## config.mk

```make
export PLATFORM = sky130hd
export DESIGN_NAME = threshold_cfg_ctrl
export DESIGN_NICKNAME = d
export VERILOG_FILES = /design/src/rtl/threshold_cfg_ctrl_pkg.sv /design/src/rtl/threshold_cfg_ctrl_rr_arb2.sv /design/src/rtl/threshold_cfg_ctrl.sv
export SDC_FILE = /design/constraint.sdc
export NUM_CORES = 1
export LEC_CHECK = 0
export ABC_AREA = 1
export CAP_MARGIN = 10
export CORE_MARGIN = 2
export CORE_UTILIZATION = 24
export DETAILED_ROUTE_END_ITERATION = 8
export GPL_ROUTABILITY_DRIVEN = 0
export PLACE_DENSITY = 0.39
export SLEW_MARGIN = 40
export SYNTH_ARGS = -nofsm -noshare
export SYNTH_HDL_FRONTEND = slang
export SYNTH_HIERARCHICAL = 1
export SYNTH_SLANG_ARGS = --single-unit
export TNS_END_PERCENT = 30
```

## constraint.sdc

```tcl
create_clock -name clk -period 4.43 [get_ports clk]
set_clock_uncertainty 0.15 [all_clocks]
set_input_delay 0.6645 -clock clk [delete_from_list [all_inputs] [get_ports clk]]
set_output_delay 0.6645 -clock clk [all_outputs]
set_load 0.02 [all_outputs]
```

## src/rtl/threshold_cfg_ctrl_pkg.sv

```systemverilog
// Shared field codes, FSM encoding and reset defaults for the HSV threshold configuration path.
// The defaults are also the reset values used by the threshold stage itself.
package threshold_cfg_ctrl_pkg;

    localparam logic [1:0] FLD_H_HI = 2'b00;
    localparam logic [1:0] FLD_H_LO = 2'b01;
    localparam logic [1:0] FLD_S    = 2'b10;
    localparam logic [1:0] FLD_V    = 2'b11;

    localparam int unsigned HueMaxDef = 359;
    localparam int unsigned DefHHi    = 310;
    localparam int unsigned DefHLo    = 50;
    localparam int unsigned DefS      = 95;
    localparam int unsigned DefV      = 80;

    typedef enum logic [1:0] {
        StIdle,
        StWaitGap,
        StWrAssert,
        StWrHold
    } state_e;

    // Commits walk the dirty mask from field 00 upward.
    function automatic logic [1:0] lowest_field(input logic [3:0] mask);
        if (mask[0]) return FLD_H_HI;
        if (mask[1]) return FLD_H_LO;
        if (mask[2]) return FLD_S;
        return FLD_V;
    endfunction

endpackage

```

## src/rtl/threshold_cfg_ctrl_rr_arb2.sv

```systemverilog
// Two-requester round-robin arbiter: one grant per cycle, pointer favours the loser.
module threshold_cfg_ctrl_rr_arb2 (
    input  logic       clk,
    input  logic       rst,
    input  logic       en,
    input  logic [1:0] req,
    output logic [1:0] gnt
);

    logic ptr_q, ptr_d;

    always_comb begin
        gnt   = 2'b00;
        ptr_d = ptr_q;
        if (en) begin
            unique case (req)
                2'b01: begin
                    gnt   = 2'b01;
                    ptr_d = 1'b1;
                end
                2'b10: begin
                    gnt   = 2'b10;
                    ptr_d = 1'b0;
                end
                2'b11: begin
                    gnt   = ptr_q ? 2'b10 : 2'b01;
                    ptr_d = ~ptr_q;
                end
                default: ;
            endcase
        end
    end

    always_ff @(posedge clk) begin
        if (rst) ptr_q <= 1'b0;
        else     ptr_q <= ptr_d;
    end

endmodule

```

## src/rtl/threshold_cfg_ctrl.sv

```systemverilog
// Shadows threshold field updates from two requesters and commits dirty fields to the
// threshold stage only inside the inter-frame gap, as vld-then-hold write pairs.
module threshold_cfg_ctrl
    import threshold_cfg_ctrl_pkg::*;
#(
    parameter int unsigned HUE_MAX       = HueMaxDef,
    parameter int unsigned DEF_H_HI      = DefHHi,
    parameter int unsigned DEF_H_LO      = DefHLo,
    parameter int unsigned DEF_S         = DefS,
    parameter int unsigned DEF_V         = DefV,
    parameter bit          INIT_ON_RESET = 1'b1
) (
    input  logic        clk,
    input  logic        rst,
    input  logic        req0_valid,
    input  logic [1:0]  req0_type,
    input  logic [8:0]  req0_data,
    output logic        req0_ready,
    input  logic        req1_valid,
    input  logic [1:0]  req1_type,
    input  logic [8:0]  req1_data,
    output logic        req1_ready,
    input  logic        frame_done_in,
    input  logic        pixel_valid,
    output logic [8:0]  threshold_data,
    output logic [1:0]  threshold_type,
    output logic        threshold_vld,
    output logic        commit_busy,
    output logic        cfg_pending,
    output logic        cfg_err,
    output logic [34:0] cfg_active
);

    localparam logic [8:0] HueMaxW  = 9'(HUE_MAX);
    localparam logic [8:0] DefHHiW  = 9'(DEF_H_HI);
    localparam logic [8:0] DefHLoW  = 9'(DEF_H_LO);
    localparam logic [8:0] DefSW    = 9'(DEF_S);
    localparam logic [7:0] DefVW    = 8'(DEF_V);
    localparam logic [3:0] DirtyRst = INIT_ON_RESET ? 4'b1111 : 4'b0000;

    state_e      state_q, state_d;
    logic [1:0]  sel_q, sel_d;
    logic [3:0]  dirty_q, dirty_d, dirty_rest;
    logic [8:0]  shadow_q [4];
    logic [8:0]  shadow_d [4];
    logic [8:0]  act_hhi_q, act_hlo_q, act_s_q, act_hhi_d, act_hlo_d, act_s_d;
    logic [7:0]  act_v_q, act_v_d;
    logic        fd_q, gap_q, gap_d;
    logic        err_q;
    logic [1:0]  thr_type_q;
    logic [8:0]  thr_data_q;

    logic        acc_en, acc, acc_bad;
    logic [1:0]  gnt, acc_type;
    logic [8:0]  acc_data;

    assign acc_en = (state_q == StIdle || state_q == StWaitGap) && !rst;

    threshold_cfg_ctrl_rr_arb2 u_arb (
        .clk (clk),
        .rst (rst),
        .en  (acc_en),
        .req ({req1_valid, req0_valid}),
        .gnt (gnt)
    );

    assign req0_ready = gnt[0];
    assign req1_ready = gnt[1];
    assign acc        = |gnt;
    assign acc_type   = gnt[1] ? req1_type : req0_type;
    assign acc_data   = gnt[1] ? req1_data : req0_data;
    assign acc_bad    = acc && !acc_type[1] && (acc_data > HueMaxW);
    assign dirty_rest = dirty_q & ~(4'b0001 << sel_q);

    // Clear beats set so a pixel in the detect cycle keeps the gap closed.
    assign gap_d = pixel_valid ? 1'b0 : ((frame_done_in && !fd_q) ? 1'b1 : gap_q);

    always_ff @(posedge clk) begin
        if (rst) state_q <= StIdle;
        else     state_q <= state_d;
    end

    always_comb begin
        state_d = state_q;
        sel_d   = sel_q;
        unique case (state_q)
            StIdle: if (dirty_q != 4'b0000) state_d = StWaitGap;
            StWaitGap: begin
                if (dirty_q == 4'b0000) begin
                    state_d = StIdle;
                end else if (gap_q) begin
                    state_d = StWrAssert;
                    sel_d   = lowest_field(dirty_q);
                end
            end
            StWrAssert: state_d = StWrHold;
            StWrHold: begin
                if (dirty_rest != 4'b0000) begin
                    state_d = StWrAssert;
                    sel_d   = lowest_field(dirty_rest);
                end else begin
                    state_d = StIdle;
                end
            end
            default: state_d = StIdle;
        endcase
    end

    always_comb begin
        threshold_vld  = (state_q == StWrAssert);
        commit_busy    = (state_q == StWrAssert) || (state_q == StWrHold);
        threshold_type = threshold_vld ? sel_q : thr_type_q;
        threshold_data = threshold_vld ? shadow_q[sel_q] : thr_data_q;
    end

    always_comb begin
        dirty_d   = dirty_q;
        shadow_d  = shadow_q;
        act_hhi_d = act_hhi_q;
        act_hlo_d = act_hlo_q;
        act_s_d   = act_s_q;
        act_v_d   = act_v_q;
        if (acc && !acc_bad) begin
            shadow_d[acc_type] = (acc_type == FLD_V) ? {1'b0, acc_data[7:0]} : acc_data;
            dirty_d[acc_type]  = 1'b1;
        end
        if (state_q == StWrHold) begin
            dirty_d[sel_q] = 1'b0;
            unique case (sel_q)
                FLD_H_HI: act_hhi_d = shadow_q[FLD_H_HI];
                FLD_H_LO: act_hlo_d = shadow_q[FLD_H_LO];
                FLD_S:    act_s_d   = shadow_q[FLD_S];
                default:  act_v_d   = shadow_q[FLD_V][7:0];
            endcase
        end
    end

    always_ff @(posedge clk) begin
        if (rst) begin
            sel_q      <= FLD_H_HI;
            dirty_q    <= DirtyRst;
            shadow_q   <= '{DefHHiW, DefHLoW, DefSW, {1'b0, DefVW}};
            act_hhi_q  <= DefHHiW;
            act_hlo_q  <= DefHLoW;
            act_s_q    <= DefSW;
            act_v_q    <= DefVW;
            fd_q       <= 1'b0;
            gap_q      <= 1'b0;
            err_q      <= 1'b0;
            thr_type_q <= 2'b00;
            thr_data_q <= 9'd0;
        end else begin
            sel_q      <= sel_d;
            dirty_q    <= dirty_d;
            shadow_q   <= shadow_d;
            act_hhi_q  <= act_hhi_d;
            act_hlo_q  <= act_hlo_d;
            act_s_q    <= act_s_d;
            act_v_q    <= act_v_d;
            fd_q       <= frame_done_in;
            gap_q      <= gap_d;
            err_q      <= acc_bad;
            if (state_q == StWrAssert) begin
                thr_type_q <= sel_q;
                thr_data_q <= shadow_q[sel_q];
            end
        end
    end

    assign cfg_pending = |dirty_q;
    assign cfg_err     = err_q;
    assign cfg_active  = {act_hhi_q, act_hlo_q, act_s_q, act_v_q};

endmodule

```

==> results.md <==
* Outcome: complete, no violations
* Least-Margin Pin Slew at 722 ps
* DIE WIDTH at 135 µm
* Flop pwr share at 0.478
* Synth unique cells at 43
* Iter 0 DRT Violations at 177
* Critical Path Fanout Max at 19
* Simple-Gate Fraction of Synth Area at 0.301
* Final nets at 634
* Row count at 47
* Slowest-stage cell, CP: clkdlybuf4s50_1
* Hold Path End: act_hlo_q[5]
* Hold buffer count at CTS at 0
* Post-Synth Adder-Cell Area at 0
* DP Wirelength at 9.35 mm
* CP Launch Type: flip-flop
* Post-synthesis sequential area ratio at 0.456
* Chip height at 135 µm
* Clock power share at 0.402
* Vias per inst at 4.44
* Fin cells at 831
* Power Total at 0.00186 W
* Kind of critical path: flip-flop to output port
* Via count at 3690
* Final period utilization at 0.751
* Clock transition at path regs at 60 ps
* First-pass GRT wire length at 19.8 mm
* Mapped Cells at 536
* Hold_sp: act_hlo_q[5]
* Initial core utilization at 0.247
* R2R Setup Slk at 1490 ps
* Synth Cell Area at 4130 µm²
* Mean Syn Cell Area at 7.70 µm²
* Final Max Tran Viols at 0
* Largest family of logic cells by synthesized area: simple AND/OR/NAND/NOR gates
* IO Port Bufs at 79
* DR DRC count at 0
* Switching Fraction at 0.275
* PD cells at 347 nW/µm²
* CTS H-Tree Depth at 3
* Hold slack final at 309 ps
* Flop and latch count out of synthesis at 94
* Placed insts at 815
* Critical path, cell by cell: inv_1 -> nor2_4 -> nor2_1 -> a31oi_1 -> clkdlybuf4s50_1
* WP data arrival at 2510 ps
* Clock Tree Buf Depth at 2
* ANT nets after route at 0
* XOR/XNOR Fraction of Synth Area at 0
* CP Launch Point: state_q[1]
* P_sw at 0.000512 W
* Core box area at 16700 µm²
* Synth top area share at 0.456
* Worst r2r path cells at 9
* Most common cell after layout, fill and taps aside: nand2_1
* CP max stage delay at 690 ps
* Max Cap Viol at 0
* Most frequent cells in the layout: 121 x nand2_1, 94 x dfxtp_1, 79 x clkdlybuf4s50_1
* Unrepaired setup endpoints after global routing: no
* I/O pin cnt at 80
* Synthesis-to-finish area growth at 30.1%
* Global route overflow at 0
* First-pass DRT Iterations at 4
* Compound-Gate Fraction of Synth Area at 0.145
* Setup crit end kind: output port
* Comb pwr share at 0.121
* Hold Vio Cnt, Final at 0
* Die area at 18300 µm²
* Cell taking the most area after synthesis: dfxtp_1
* Multiplexer area fraction after synthesis at 0.00243
* Num CTS Buffers at 9
* Int Power at 0.00135 W
* Setup TNS at 0 ps
* Lkg Pwr at 2.30 nW
* Synthesis warning total at 6
* CTS tree: built
* # diodes at 0
* Largest net degree at the start of global routing at 45
* Fin crit period at 3330 ps
* Vias in the first global route at 3446
* RR Endpoint: shadow_q[17]
* Syn nets at 564
* Initial antenna violation count at 0
* Share of post-route cells with drive strength above 1 at 0.106
* Synth area leaders: dfxtp_1 46%, nand2_1 11%, inv_1 5.6%, nor2_1 4.2%, nand3_1 3.5%
* Clk Tree Root Cell: clkbuf_16
* Worst R2R Start: state_q[1]
* WHS Path Cells at 2
* Setup violators final at 0
* Clock Latency Late Sink at 350 ps
* GRT Total Usage at 0.144
* Post-layout util at 0.321
* Relative slew margins at 0.505
* Fmax at 301 MHz
* Worst EP required at 3620 ps
* Hold Crit Class: flip-flop to flip-flop
* CTS sink cnt at 94
* VDD IR max at 0.216 mV
* WL/cell at 15.1 µm
* CTS resizes at 0
* Total setup buffers inserted after CTS at 0
* Total Wirelength at 12.5 mm
==> stage by stage <==
step	area, µm²	setup slack [ps]
3_3_place_gp	5080	989
5_1_grt	5370	870
6_report	5370	1100
3_5_place_dp	5080	864
4_1_cts	5360	1010
2_1_floorplan	4130	1710
==> critical path, delay by kind of cell, from the launching register on <==
kind                   cells  cell delay [ps]
AOI/OAI and AO/OA          1              320
buffers and inverters      2              840
DFF                        1              540
and+or+nand+nor            2              460
==> synth_stat cells, drive strengths merged <==
master / number
mux2i: 1
a22oi: 13
nand3: 33
dfxtp: 94
nand2: 130
or2: 7
nor2: 57
o31ai: 1
clkbuf: 9
o21ai: 25
nor3: 1
o211ai: 2
inv: 70
nand4: 20
o211a: 2
o221ai: 2
a21oi: 28
and2: 6
buf: 13
a221oi: 1
o22ai: 1
a211oi: 13
o21a: 1
a31oi: 6
==> routing by layer <==
metal	track usage	wire (µm)	vias to the layer above	part of all wire
met3	0.0270	606	14	0.048
met4	0.0631	265	0	0.021
met1	0.201	5980	1692	0.48
met5	0	0	-	0
li1	-	-	1900	-
met2	0.215	5660	84	0.45
==> flip-flops by register name, indices dropped and copies added (netlist names), 4 cells and up <==
register    flops
act_hhi_q       9
act_hlo_q       9
act_s_q         9
act_v_q         8
dirty_q         4
shadow_q       36
thr_data_q      9
==> how the worst max path moves through the flow <==
stage and end:
2_1_floorplan shadow_q[18], 3_3_place_gp shadow_q[17], 3_5_place_dp shadow_q[17], 4_1_cts threshold_data[0], 5_1_grt threshold_type[0], 6_report threshold_data[2]
==> kinds of logic after synthesis <==
logic type      Yosys count
simple gates            254
compound gates           95
mux                       1
flops                    94
buf+inv                  92
==> power groups by stage <==
| stage | Clock (W) | Sequential [W] | Combinational (W) |
|---|---|---|---|
| 5_1_grt | 0.000818 | 0.000893 | 0.000251 |
| 4_1_cts | 0.000774 | 0.000890 | 0.000229 |
| 3_5_place_dp | 0 | 0.000910 | 0.000228 |
| 6_report | 0.000749 | 0.000890 | 0.000225 |
| 2_1_floorplan | 0 | 0.000906 | 0.000142 |
| 3_3_place_gp | 0 | 0.000910 | 0.000227 |
==> layout make-up <==
cell class / count / area (µm²)
sequential: 94 / 1880
fill: 1842 / 11300
multi-input combinational: 350 / 1850
tap: 220 / 275
clock inverter: 6 / 46.3
timing repair buffer: 81 / 806
clock buffer: 10 / 239
inverter: 70 / 268
Note: power is estimated with default switching activity, not from simulation.
